`config.mk`:
```
export PLATFORM = sky130hd
export DESIGN_NAME = serial_add_ctrl
export DESIGN_NICKNAME = d
export VERILOG_FILES = /design/src/rtl/serial_add_pkg.sv /design/src/rtl/full_adder.sv /design/src/rtl/serial_add_ctrl.sv
export SDC_FILE = /design/constraint.sdc
export NUM_CORES = 1
export LEC_CHECK = 0
export ABC_AREA = 1
export CAP_MARGIN = 5
export CELL_PAD_IN_SITES_DETAIL_PLACEMENT = 1
export CELL_PAD_IN_SITES_GLOBAL_PLACEMENT = 1
export CORE_ASPECT_RATIO = 1.5
export CORE_MARGIN = 2
export CORE_UTILIZATION = 30
export DETAILED_ROUTE_END_ITERATION = 12
export GPL_TIMING_DRIVEN = 0
export PLACE_DENSITY_LB_ADDON = 0.2
export SLEW_MARGIN = 20
export SYNTH_ARGS = -nofsm -noshare
export SYNTH_HDL_FRONTEND = slang
export SYNTH_SLANG_ARGS = --single-unit
```
`constraint.sdc`:
```
create_clock -name clk -period 1.2 [get_ports clk]
set_input_delay 0.24 -clock clk [delete_from_list [all_inputs] [get_ports clk]]
set_output_delay 0.24 -clock clk [all_outputs]
set_load 0.02 [all_outputs]
```
`src/rtl/serial_add_pkg.sv`:
```
// Shared types and constants for the bit-serial adder controller.
package serial_add_pkg;

  localparam int DEFAULT_WIDTH = 8;

  typedef enum logic [1:0] {
    IDLE = 2'd0,
    RUN  = 2'd1,
    DONE = 2'd2
  } state_t;

endpackage

```
`src/rtl/full_adder.sv`:
```
// One-bit full-adder cell; the only arithmetic in the serial adder.
module full_adder (
  input  logic a,
  input  logic b,
  input  logic cin,
  output logic s,
  output logic c
);

  assign s = a ^ b ^ cin;
  assign c = (a & b) | (a & cin) | (b & cin);

endmodule

```
`src/rtl/serial_add_ctrl.sv`:
```
// Bit-serial adder: one full-adder cell, LSB-first, one bit per clock in RUN.
// Optional signed-overflow output is enabled by defining SERIAL_ADD_OVF_EN.
module serial_add_ctrl
  import serial_add_pkg::*;
#(
  parameter int WIDTH = DEFAULT_WIDTH
) (
  input  logic             clk,
  input  logic             rst,
  input  logic             in_valid,
  output logic             in_ready,
  input  logic [WIDTH-1:0] a,
  input  logic [WIDTH-1:0] b,
  input  logic             cin,
  output logic             out_valid,
  input  logic             out_ready,
  output logic [WIDTH-1:0] sum,
  output logic             cout,
  output logic             busy
`ifdef SERIAL_ADD_OVF_EN
  ,
  output logic             ovf
`endif
);

  // Handshake: a transfer happens on a rising edge where valid && ready are
  // both high; in_ready is high only in IDLE, out_valid only in DONE.

  localparam int CNT_W = $clog2(WIDTH);
  localparam logic [CNT_W-1:0] LAST_BIT = CNT_W'(WIDTH - 1);

  state_t           state;
  state_t           state_nxt;
  logic [WIDTH-1:0] a_sr;
  logic [WIDTH-1:0] b_sr;
  logic [WIDTH-1:0] sum_sr;
  logic             carry;
  logic [CNT_W-1:0] cnt;
  logic             fa_s;
  logic             fa_c;

  full_adder u_fa (
    .a   (a_sr[0]),
    .b   (b_sr[0]),
    .cin (carry),
    .s   (fa_s),
    .c   (fa_c)
  );

  always_ff @(posedge clk or posedge rst) begin
    if (rst) state <= IDLE;
    else     state <= state_nxt;
  end

  always_comb begin
    state_nxt = state;
    case (state)
      IDLE:    if (in_valid)        state_nxt = RUN;
      RUN:     if (cnt == LAST_BIT) state_nxt = DONE;
      DONE:    if (out_ready)       state_nxt = IDLE;
      default:                      state_nxt = IDLE;
    endcase
  end

  assign in_ready  = (state == IDLE);
  assign busy      = (state == RUN);
  assign out_valid = (state == DONE);

  // Registers only move on accept or in RUN, so results hold through DONE.
  always_ff @(posedge clk or posedge rst) begin
    if (rst) begin
      a_sr   <= '0;
      b_sr   <= '0;
      sum_sr <= '0;
      carry  <= 1'b0;
      cnt    <= '0;
    end else if (state == IDLE && in_valid) begin
      a_sr  <= a;
      b_sr  <= b;
      carry <= cin;
      cnt   <= '0;
    end else if (state == RUN) begin
      a_sr   <= a_sr >> 1;
      b_sr   <= b_sr >> 1;
      sum_sr <= {fa_s, sum_sr[WIDTH-1:1]};
      carry  <= fa_c;
      cnt    <= cnt + 1'b1;
    end
  end

  assign sum  = sum_sr;
  assign cout = carry;

`ifdef SERIAL_ADD_OVF_EN
  // Carry entering the MSB cell, captured while bit WIDTH-1 is processed.
  logic c_msb;

  always_ff @(posedge clk or posedge rst) begin
    if (rst)                                c_msb <= 1'b0;
    else if (state == RUN && cnt == LAST_BIT) c_msb <= carry;
  end

  assign ovf = c_msb ^ carry;
`endif

endmodule

```
== After elaboration in Yosys (flattened, before gate mapping) ==
Index checks and enable logic that the tools add are counted.

* Input port bits: 21
* Output and inout port bits: 12
* Word-level logic and storage cells: 38
* Register bits: 30

* Reductions and logical operators: 5
* Equality and inequality tests: 6
* Bitwise logic cells: 8
* Mux-type cells: 12
* $add $sub $neg: 1

{| class="wikitable"
|+ Operators by type and width
! kind !! count
|-
| 8-bit 2-to-1 mux || 4
|-
| 2-bit 2-to-1 mux || 3
|-
| 3-bit 2-to-1 mux || 2
|-
| 2-bit case mux with 3 select lines || 1
|-
| 2-bit by 1-bit inequality test with 1-bit output, second input constant || 2
|-
| 3-bit by 1-bit adder with 3-bit output, second input constant || 1
|-
| 1-bit bitwise AND || 3
|-
| 3-bit == test, second input constant || 1
|-
| 3-bit AND reduction || 1
|-
| 2-bit by 1-bit == test with 1-bit output, second input constant || 1
|-
| 2-bit == test, second input constant || 1
|-
| 2-bit logical NOT || 1
|-
| 1-bit 2-to-1 mux || 2
|-
| 2-bit inequality test, second input constant || 1
|-
| 1-bit bitwise OR || 2
|-
| 2-bit AND reduction || 1
|-
| 2-bit nonzero test || 1
|-
| 1-bit bitwise XOR || 2
|-
| 1-bit logical AND || 1
|-
| 1-bit NOT || 1
|}

== Logic depth before layout (Yosys ltp) ==
Gate-level depths: netlist of run 1.

* Depth in word-level cells: 5
* Gate-level depth with buffers: 6
* Depth with buffers taken out: 5

== Cells and area by module ==
A second synthesis of run 1 with hierarchy kept.

* Cell total of the unflattened synthesis: 151
* Area, all modules: 1,318.8 um^2

{| class="wikitable"
|+ By module, submodules not included
! module !! times used !! seq. area each (um^2) !! cells an instance !! area an instance (um^2)
|-
| serial_add_ctrl || 1 || 750.7 || 150 || 1,298.7
|-
| full_adder || 1 || 0.0 || 1 || 20.0
|}

== Least setup slack after synthesis of run 1 ==
Ideal clock, no wire load.

* Kind: reg2reg
* Start point: reg carry (netlist: cout)
* End point: reg sum_sr[7] (netlist: sum[7])
* Data required time: 1.135 ns
* Setup time: 0.065 ns
* Arrival time: 1.101 ns
* Cell stages (with the launch flop): 4
* Buffers on the path: 0
* Clock period less this slack: 1.166 ns
* Setup slack: 0.034 ns
* Cells stage by stage: dfrtp_1 > fa_1 > nand2_1 > nand2_1

* Cells in the longest elaborated chain, start to end: 1

{| class="wikitable"
|+ RTL lines
! item !! line !! source
|-
| start, declared || serial_add_ctrl.sv:37 || <nowiki>logic carry;</nowiki>
|-
| start signal, assigned || serial_add_ctrl.sv:80 || <nowiki>carry <= cin;</nowiki>
|-
| 1-bit bitwise XOR || full_adder.sv:10 || <nowiki>assign s = a ^ b ^ cin;</nowiki>
|-
| named net fa_s || serial_add_ctrl.sv:39 || <nowiki>logic fa_s;</nowiki>
|-
| end signal, assigned || serial_add_ctrl.sv:85 || <nowiki>sum_sr <= {fa_s, sum_sr[WIDTH-1:1]};</nowiki>
|-
| end, declared || serial_add_ctrl.sv:36 || <nowiki>logic [WIDTH-1:0] sum_sr;</nowiki>
|}

The timed path passes the listed nets, and every way through them passes these cells.
A chain may end at the register's enable or synchronous reset.

== Worst setup path after layout of run 1 ==
* Start point: reg state[1]
* End point: out in_ready

* Cells in the longest elaborated chain, start to end: 1

{| class="wikitable"
|+ RTL lines
! item !! line !! source
|-
| start, declared || serial_add_ctrl.sv:32 || <nowiki>state_t state;</nowiki>
|-
| start signal, assigned || serial_add_ctrl.sv:52 || <nowiki>else state <= state_nxt;</nowiki>
|-
| 2-bit logical NOT || serial_add_ctrl.sv:65 || <nowiki>assign in_ready = (state == IDLE);</nowiki>
|-
| end, declared || serial_add_ctrl.sv:11 || <nowiki>output logic in_ready,</nowiki>
|}

No other way between the ends.

==> results of run 1 <==
[layout make-up]
type	instances	area, µm²	area share
plain buffers	7	56.3	0.0309
clock buffers	7	76.3	0.0419
inverters	6	27.5	0.0151
multi-input cells	107	493	0.270
flip-flops and latches	30	753	0.413
well taps	46	57.6	0.0316
repair buffers	37	359	0.197
[cell usage in the layout, fill, tap and decap left out, types with 3 or more instances in the layout]
master	synthesis	final
buf_2	4	9
buf_4	4	5
buf_6	0	4
buf_8	0	3
clkbuf_8	0	5
clkdlybuf4s50_1	0	19
dfrtp_1	30	28
inv_1	4	3
nand2_1	64	64
nand3_1	32	32
o21ai_1	5	5
[repair_timing]
item,in CTS,in global routing
cloned,0,1
setup buffers,4,1
pin swaps,1,1
setup endpoints to repair,13,30
resized for setup,50,13
[logic make-up (layout without fill, tap and decap cells)]
logic type | after synthesis | count (layout) | share of synthesized area
AND/OR/NAND/NOR | 98 | 98 | 0.317
buffers and inverters | 14 | 57 | 0.0569
AO/OA/AOI/OAI | 6 | 6 | 0.0228
flip-flops | 30 | 30 | 0.569
adder cells (fa/ha/maj) | 3 | 3 | 0.0342
[registers in the layout, indices dropped and copies added, names as in the netlist]
name,count
a_sr,8
b_sr,8
sum,8
cnt,3
state,2
cout,1
[power by group through the flow]
stage          Combinational [mW]  Clock [mW]  Sequential [mW]
2_1_floorplan                1.02           0             1.80
6_report                     2.07       0.766             1.70
3_3_place_gp                 1.78           0             1.68
3_5_place_dp                 1.88           0             1.71
4_1_cts                      2.00       0.793             1.70
5_1_grt                      2.33       0.839             1.75
[per-layer routing]
layer	global-route usage	routed length (µm)	up-vias
li1	-	-	569
met1	0.177	1410	579
met2	0.303	1920	28
met3	0.0457	183	6
met4	0.0698	66	0
met5	0	0	-
[stage by stage]
stage                     setup WS, ps  std cells  power, mW  instance area (µm²)
after floorplan                   34.4        151       2.83                 1320
after global placement            -551        228       3.46                 1690
after detailed placement          -577        228       3.59                 1690
after CTS                         -147        238       4.49                 1810
after global routing              -159        240       4.92                 1820
final                             -109        240       4.54                 1820
[final timing paths]
path / start / end / slack [ps]
setup / recovery: state[1] / in_ready / -110
hold / removal: in_valid / b_sr[1] / 340
setup reg to reg: state[0] / b_sr[3] / 50
hold reg to reg: a_sr[7] / a_sr[7] / 470
max in group asynchronous: rst / state[1] / 370
min in group asynchronous: rst / b_sr[3] / 370
[worst register-to-register path, stage by stage, from the launching register on]
cell and delay, ps:
dfrtp_2 450, nand2_2 120, inv_6 40, buf_8 140, buf_8 140, nand2_1 60
nand3_1 80
==> results.py, run 1 <==
metrics = {
    "critical_path": {
        "cp_cell_sequence": "nor2_4 > buf_6 > buf_6",
        "path_buf_inv": 2,
        "critPathTopFamily": "flip-flops",
        "cp_max_fo": 3,
        "critPathKind": "reg -> out",
        "cpPeakStageDelay_ps": 440,
        "crit_arrival_ps": 1070,
        "cp.depth": 3,
        "slowest_stage": "dfrtp_2",
        "end_kind": "output pin",
        "crit_path_frequent_cell": "buf_6",
        "start_kind": "flop",
        "r2r_cells": 6,
        "cp_data_required_time_ps": 960,
    },
    "placed_design": {
        "hpwl_um": 2420,
        "portBuffers": 31,
        "gp_congestion": 0.740,
    },
    "cts": {
        "cts-root-buf": "clkbuf_8",
        "insertion_delay_ps": 280,
        "ctsHoldBuffers": 0,
        "cts_tree": "done",
        "htreeDepth": 2,
        "clk_path_buf_depth": 2,
        "clk_pin_slew_ps": 60,
        "cts_buffers": 5,
        "cts.sinks": 30,
    },
    "pwr": {
        "ir_worst_vdd_uv": 1030,
        "pwr-share-clk": 0.169,
        "p_sw_frac": 0.393,
        "p_int_mw": 2.75,
        "p_comb_frac": 0.457,
        "p_seq_frac": 0.374,
        "p_leak_nw": 0.916,
        "p_switching_mw": 1.78,
        "cellPowerDensity_mw_per_mm2": 2490,
    },
    "drt": {
        "drtPass1Iterations": 4,
        "vias": 1182,
        "avgViaCountPerCell": 4.93,
        "post-route-drc-count": 0,
        "ant_nets": 0,
        "drt_iter0_drc": 30,
        "wire_per_inst_um": 14.9,
        "totalWireLength_um": 3580,
    },
    "sta": {
        "fin_hold_ws_ps": 343,
        "skew_ps": 3.40,
        "rsz0062_at_grt": "true",
        "timing.fmax_ghz": 0.764,
        "setup_violations": 3,
        "timing.final.max_slew_violations": 0,
        "post-route-min-period_ps": 1310,
        "fin_crit_sh": 1.09,
        "finalHoldViolCount": 0,
        "fin_ws_ps": -109,
        "worst_pin_slew_ps": 648,
        "setup-tns-final_ps": -289,
        "slew_headroom": 0.568,
    },
    "floorplanning": {
        "core_mm2": 0.00425,
        "die-area_mm2": 0.00495,
        "fp.dieH_um": 85.2,
        "die_w_um": 58.1,
        "initial_core_util": 0.311,
        "io_pins": 33,
        "row_count": 29,
    },
    "synthesis": {
        "syn_nets": 175,
        "synthTopCellsByCount": "64 x nand2_1, 32 x nand3_1, 30 x dfrtp_1, 5 x o21ai_1",
        "synth_edf_count": 0,
        "synth.area.top_cells": "dfrtp_1 57%, nand2_1 18%, nand3_1 12%",
        "ys.flop_type": "dfrtp_1",
        "synth.avg_cell_area_um2": 8.73,
        "synth_cell_types": 14,
        "yosys_warnings": 0,
        "synth_top_area_cell": "dfrtp_1",
        "yosys.area.top_type_share": 0.569,
        "synthArstFlopShare": 1.00,
        "syn_inst": 151,
        "synth_area_mm2": 0.00132,
        "ys_seq_elements": 30,
        "yosysSeqAreaShare": 0.569,
        "yosysMostFrequentCell": "nand2_1",
    },
    "global_routing": {
        "antenna_found_initial": 0,
        "grt_use_total": 0.167,
        "grt_max_degree": 31,
        "grt_pass1_vias": 1305,
        "grt_overflow": 0,
        "grt_pass1_wl_um": 6190,
    },
    "final_layout": {
        "n_antenna_cell": 0,
        "area_growth_pct": 38.2,
        "fin_util": 0.429,
        "fin_nets": 218,
        "drive_gt1_frac": 0.191,
        "nFillCells": 520,
    },
    "flow_run": {
        "maxCapViolCount": 0,
    },
    "status": {
        "status": "complete, but fails checks",
        "violations": "setup timing",
    },
    "min_path": {
        "hold_class": "in -> reg",
        "min_path_cells": 3,
    },
}
No activity file was read; power rests on OpenSTA's default activity.
==> inputs of run 2 (changes only) <==
--- a/config.mk
+++ b/config.mk
@@ -14,7 +14,7 @@
 export CORE_UTILIZATION = 30
 export DETAILED_ROUTE_END_ITERATION = 12
 export GPL_TIMING_DRIVEN = 0
-export PLACE_DENSITY_LB_ADDON = 0.2
+export PLACE_DENSITY_LB_ADDON = 0.1
 export SLEW_MARGIN = 20
 export SYNTH_ARGS = -nofsm -noshare
 export SYNTH_HDL_FRONTEND = slang
==> constraint.sdc (replaced) <==
create_clock -name clk -period 1.29 [get_ports clk]
set_input_delay 0.258 -clock clk [delete_from_list [all_inputs] [get_ports clk]]
set_output_delay 0.258 -clock clk [all_outputs]
set_load 0.02 [all_outputs]
==> run 2 against run 1 <==
Utilization grew 0.77 points. Critical endpoint is now busy. Power shrank 9.2%. The run still ends with setup timing left. Die area is the same. Flip-flop and latch count is the same.
==> results.py, run 2 (same netlist as run 1, synthesis figures left out) <==
metrics = {
    "min_path": {
        "hold_class": "in -> reg",
        "hp-start": "in_valid",
    },
    "flow_run": {
        "maxCapViolCount": 0,
    },
    "global_routing": {
        "grt_pass1_wl_um": 5690,
        "grt_overflow": 0,
        "antenna_found_initial": 0,
        "grt_use_total": 0.152,
        "grt_max_degree": 31,
        "grt_pass1_vias": 1260,
    },
    "placed_design": {
        "portBuffers": 31,
        "placed_cell_area_mm2": 0.00169,
        "gp_congestion": 0.692,
        "hpwl_um": 2320,
    },
    "sta": {
        "post-route-min-period_ps": 1370,
        "finalHoldViolCount": 0,
        "setup_violations": 3,
        "skew_ps": 4.25,
        "rsz0062_at_grt": "true",
        "slew_headroom": 0.566,
        "timing.final.max_slew_violations": 0,
        "fin_ws_ps": -76.4,
        "worst_pin_slew_ps": 650,
        "timing.fmax_ghz": 0.732,
        "fin_crit_sh": 1.06,
    },
    "critical_path": {
        "crit_start": "state[0]",
        "cp_data_required_time_ps": 1030,
        "cpPeakStageDelay_ps": 440,
        "critPathKind": "reg -> out",
        "reg2reg_to": "b_sr[5]",
        "cp_max_fo": 4,
        "crit_arrival_ps": 1110,
        "crit_end": "busy",
        "start_kind": "flop",
        "r2r_cells": 7,
        "cp_cell_sequence": "buf_4 > nand2_4 > clkinv_4 > buf_6",
        "slowest_stage": "dfrtp_2",
        "r2r_slack_ps": 30,
        "r2r_start": "state[0]",
        "end_kind": "output pin",
    },
    "pwr": {
        "ir_worst_vdd_uv": 1070,
        "p_leak_nw": 0.938,
        "cellPowerDensity_mw_per_mm2": 2220,
    },
    "drt": {
        "ant_nets": 0,
        "avgViaCountPerCell": 4.93,
        "vias": 1197,
        "totalWireLength_um": 3360,
        "post-route-drc-count": 0,
        "drtPass1Iterations": 4,
        "drt_iter0_drc": 49,
        "wire_per_inst_um": 13.8,
    },
    "floorplanning": {
        "row_count": 29,
        "core_mm2": 0.00425,
        "fp.dieH_um": 85.2,
        "die-area_mm2": 0.00495,
        "die_w_um": 58.1,
        "io_pins": 33,
        "initial_core_util": 0.311,
    },
    "cts": {
        "clk_path_buf_depth": 2,
        "cts_buffers": 5,
        "cts_tree": "done",
        "ctsHoldBuffers": 0,
        "cts-root-buf": "clkbuf_8",
        "insertion_delay_ps": 280,
        "clk_pin_slew_ps": 60,
        "cts.sinks": 30,
        "htreeDepth": 2,
    },
    "final_layout": {
        "area_growth_pct": 40.7,
        "drive_gt1_frac": 0.173,
        "fin_util": 0.437,
        "fin_area_mm2": 0.00186,
        "final_cell_mix": "63 x nand2_1, 32 x nand3_1, 28 x dfrtp_1, 19 x clkdlybuf4s50_1, 8 x buf_6",
        "fin_nets": 221,
        "nFillCells": 509,
        "n_antenna_cell": 0,
        "mostFrequentLayoutCell": "nand2_1",
    },
    "status": {
        "violations": "setup timing",
        "status": "complete, but fails checks",
    },
}
==> run 2: cell types whose count changed in the layout (fill, tap and decap cells not counted), sizes merged <==
cell,before,now
inv,6,5
buf,21,19
clkinv,0,1
clkbuf,9,8
dlygate4sd2,0,4
clkdlybuf4s15,2,4
==> run 2: layer usage <==
layer | GRT usage | share of wire | vias to the layer above
li1 | - | - | 573
met4 | 0.0507 | 0.011 | 0
met5 | 0 | 0 | -
met3 | 0.0366 | 0.043 | 4
met1 | 0.166 | 0.41 | 591
met2 | 0.278 | 0.54 | 29
==> run 2: final cells by class <==
cell class,instances,area [µm²],share of cell area
well taps,46,57.6,0.0310
flip-flops and latches,30,753,0.406
repair buffers,40,383,0.206
plain buffers,7,50.0,0.0270
multi-input cells,107,505,0.272
clock buffers,7,76.3,0.0411
inverters,6,30.0,0.0162
==> run 2: power breakdown <==
| part | leakage [nW] | switching, mW | internal (mW) |
|---|---|---|---|
| registers | 0.382 | 0.244 | 1.32 |
| logic | 0.517 | 1.03 | 0.820 |
| clock network | 0.0383 | 0.326 | 0.370 |
| total | 0.938 | 1.60 | 2.51 |
==> run 2: through the flow <==
stage / hold WS [ps] / setup TNS, ps / power (mW) / cells / setup slack [ps]
6_report: 365 / -162 / 4.12 / 243 / -76.4
5_1_grt: 385 / -719 / 4.50 / 243 / -121
4_1_cts: 368 / -453 / 4.06 / 238 / -155
3_5_place_dp: 460 / -1140 / 3.30 / 228 / -505
3_3_place_gp: 459 / -12760 / 3.25 / 228 / -491
2_1_floorplan: 349 / 0 / 2.63 / 151 / 124
==> run 2: worst max-delay path: cells and delay by family (launching register included) <==
family / cells / cell delay [ps]
flip-flops: 1 / 440
buffers and inverters: 3 / 320
AND/OR/NAND/NOR: 1 / 70
==> run 2: worst min path at each step <==
stage | endpoint | slack [ps] | cells past startpoint
5_1_grt | a_sr[2] | 390 | 3
2_1_floorplan | a_sr[0] | 350 | 1
6_report | cout | 370 | 3
4_1_cts | a_sr[2] | 370 | 3
3_5_place_dp | a_sr[7] | 460 | 2
3_3_place_gp | cnt[1] | 460 | 2
==> run 2: what timing repair did <==
item / in CTS / in global routing
resized for setup: 36 / 11
setup endpoints to repair: 12 / 18
pin swaps: 2 / 0
setup buffers: 4 / 5
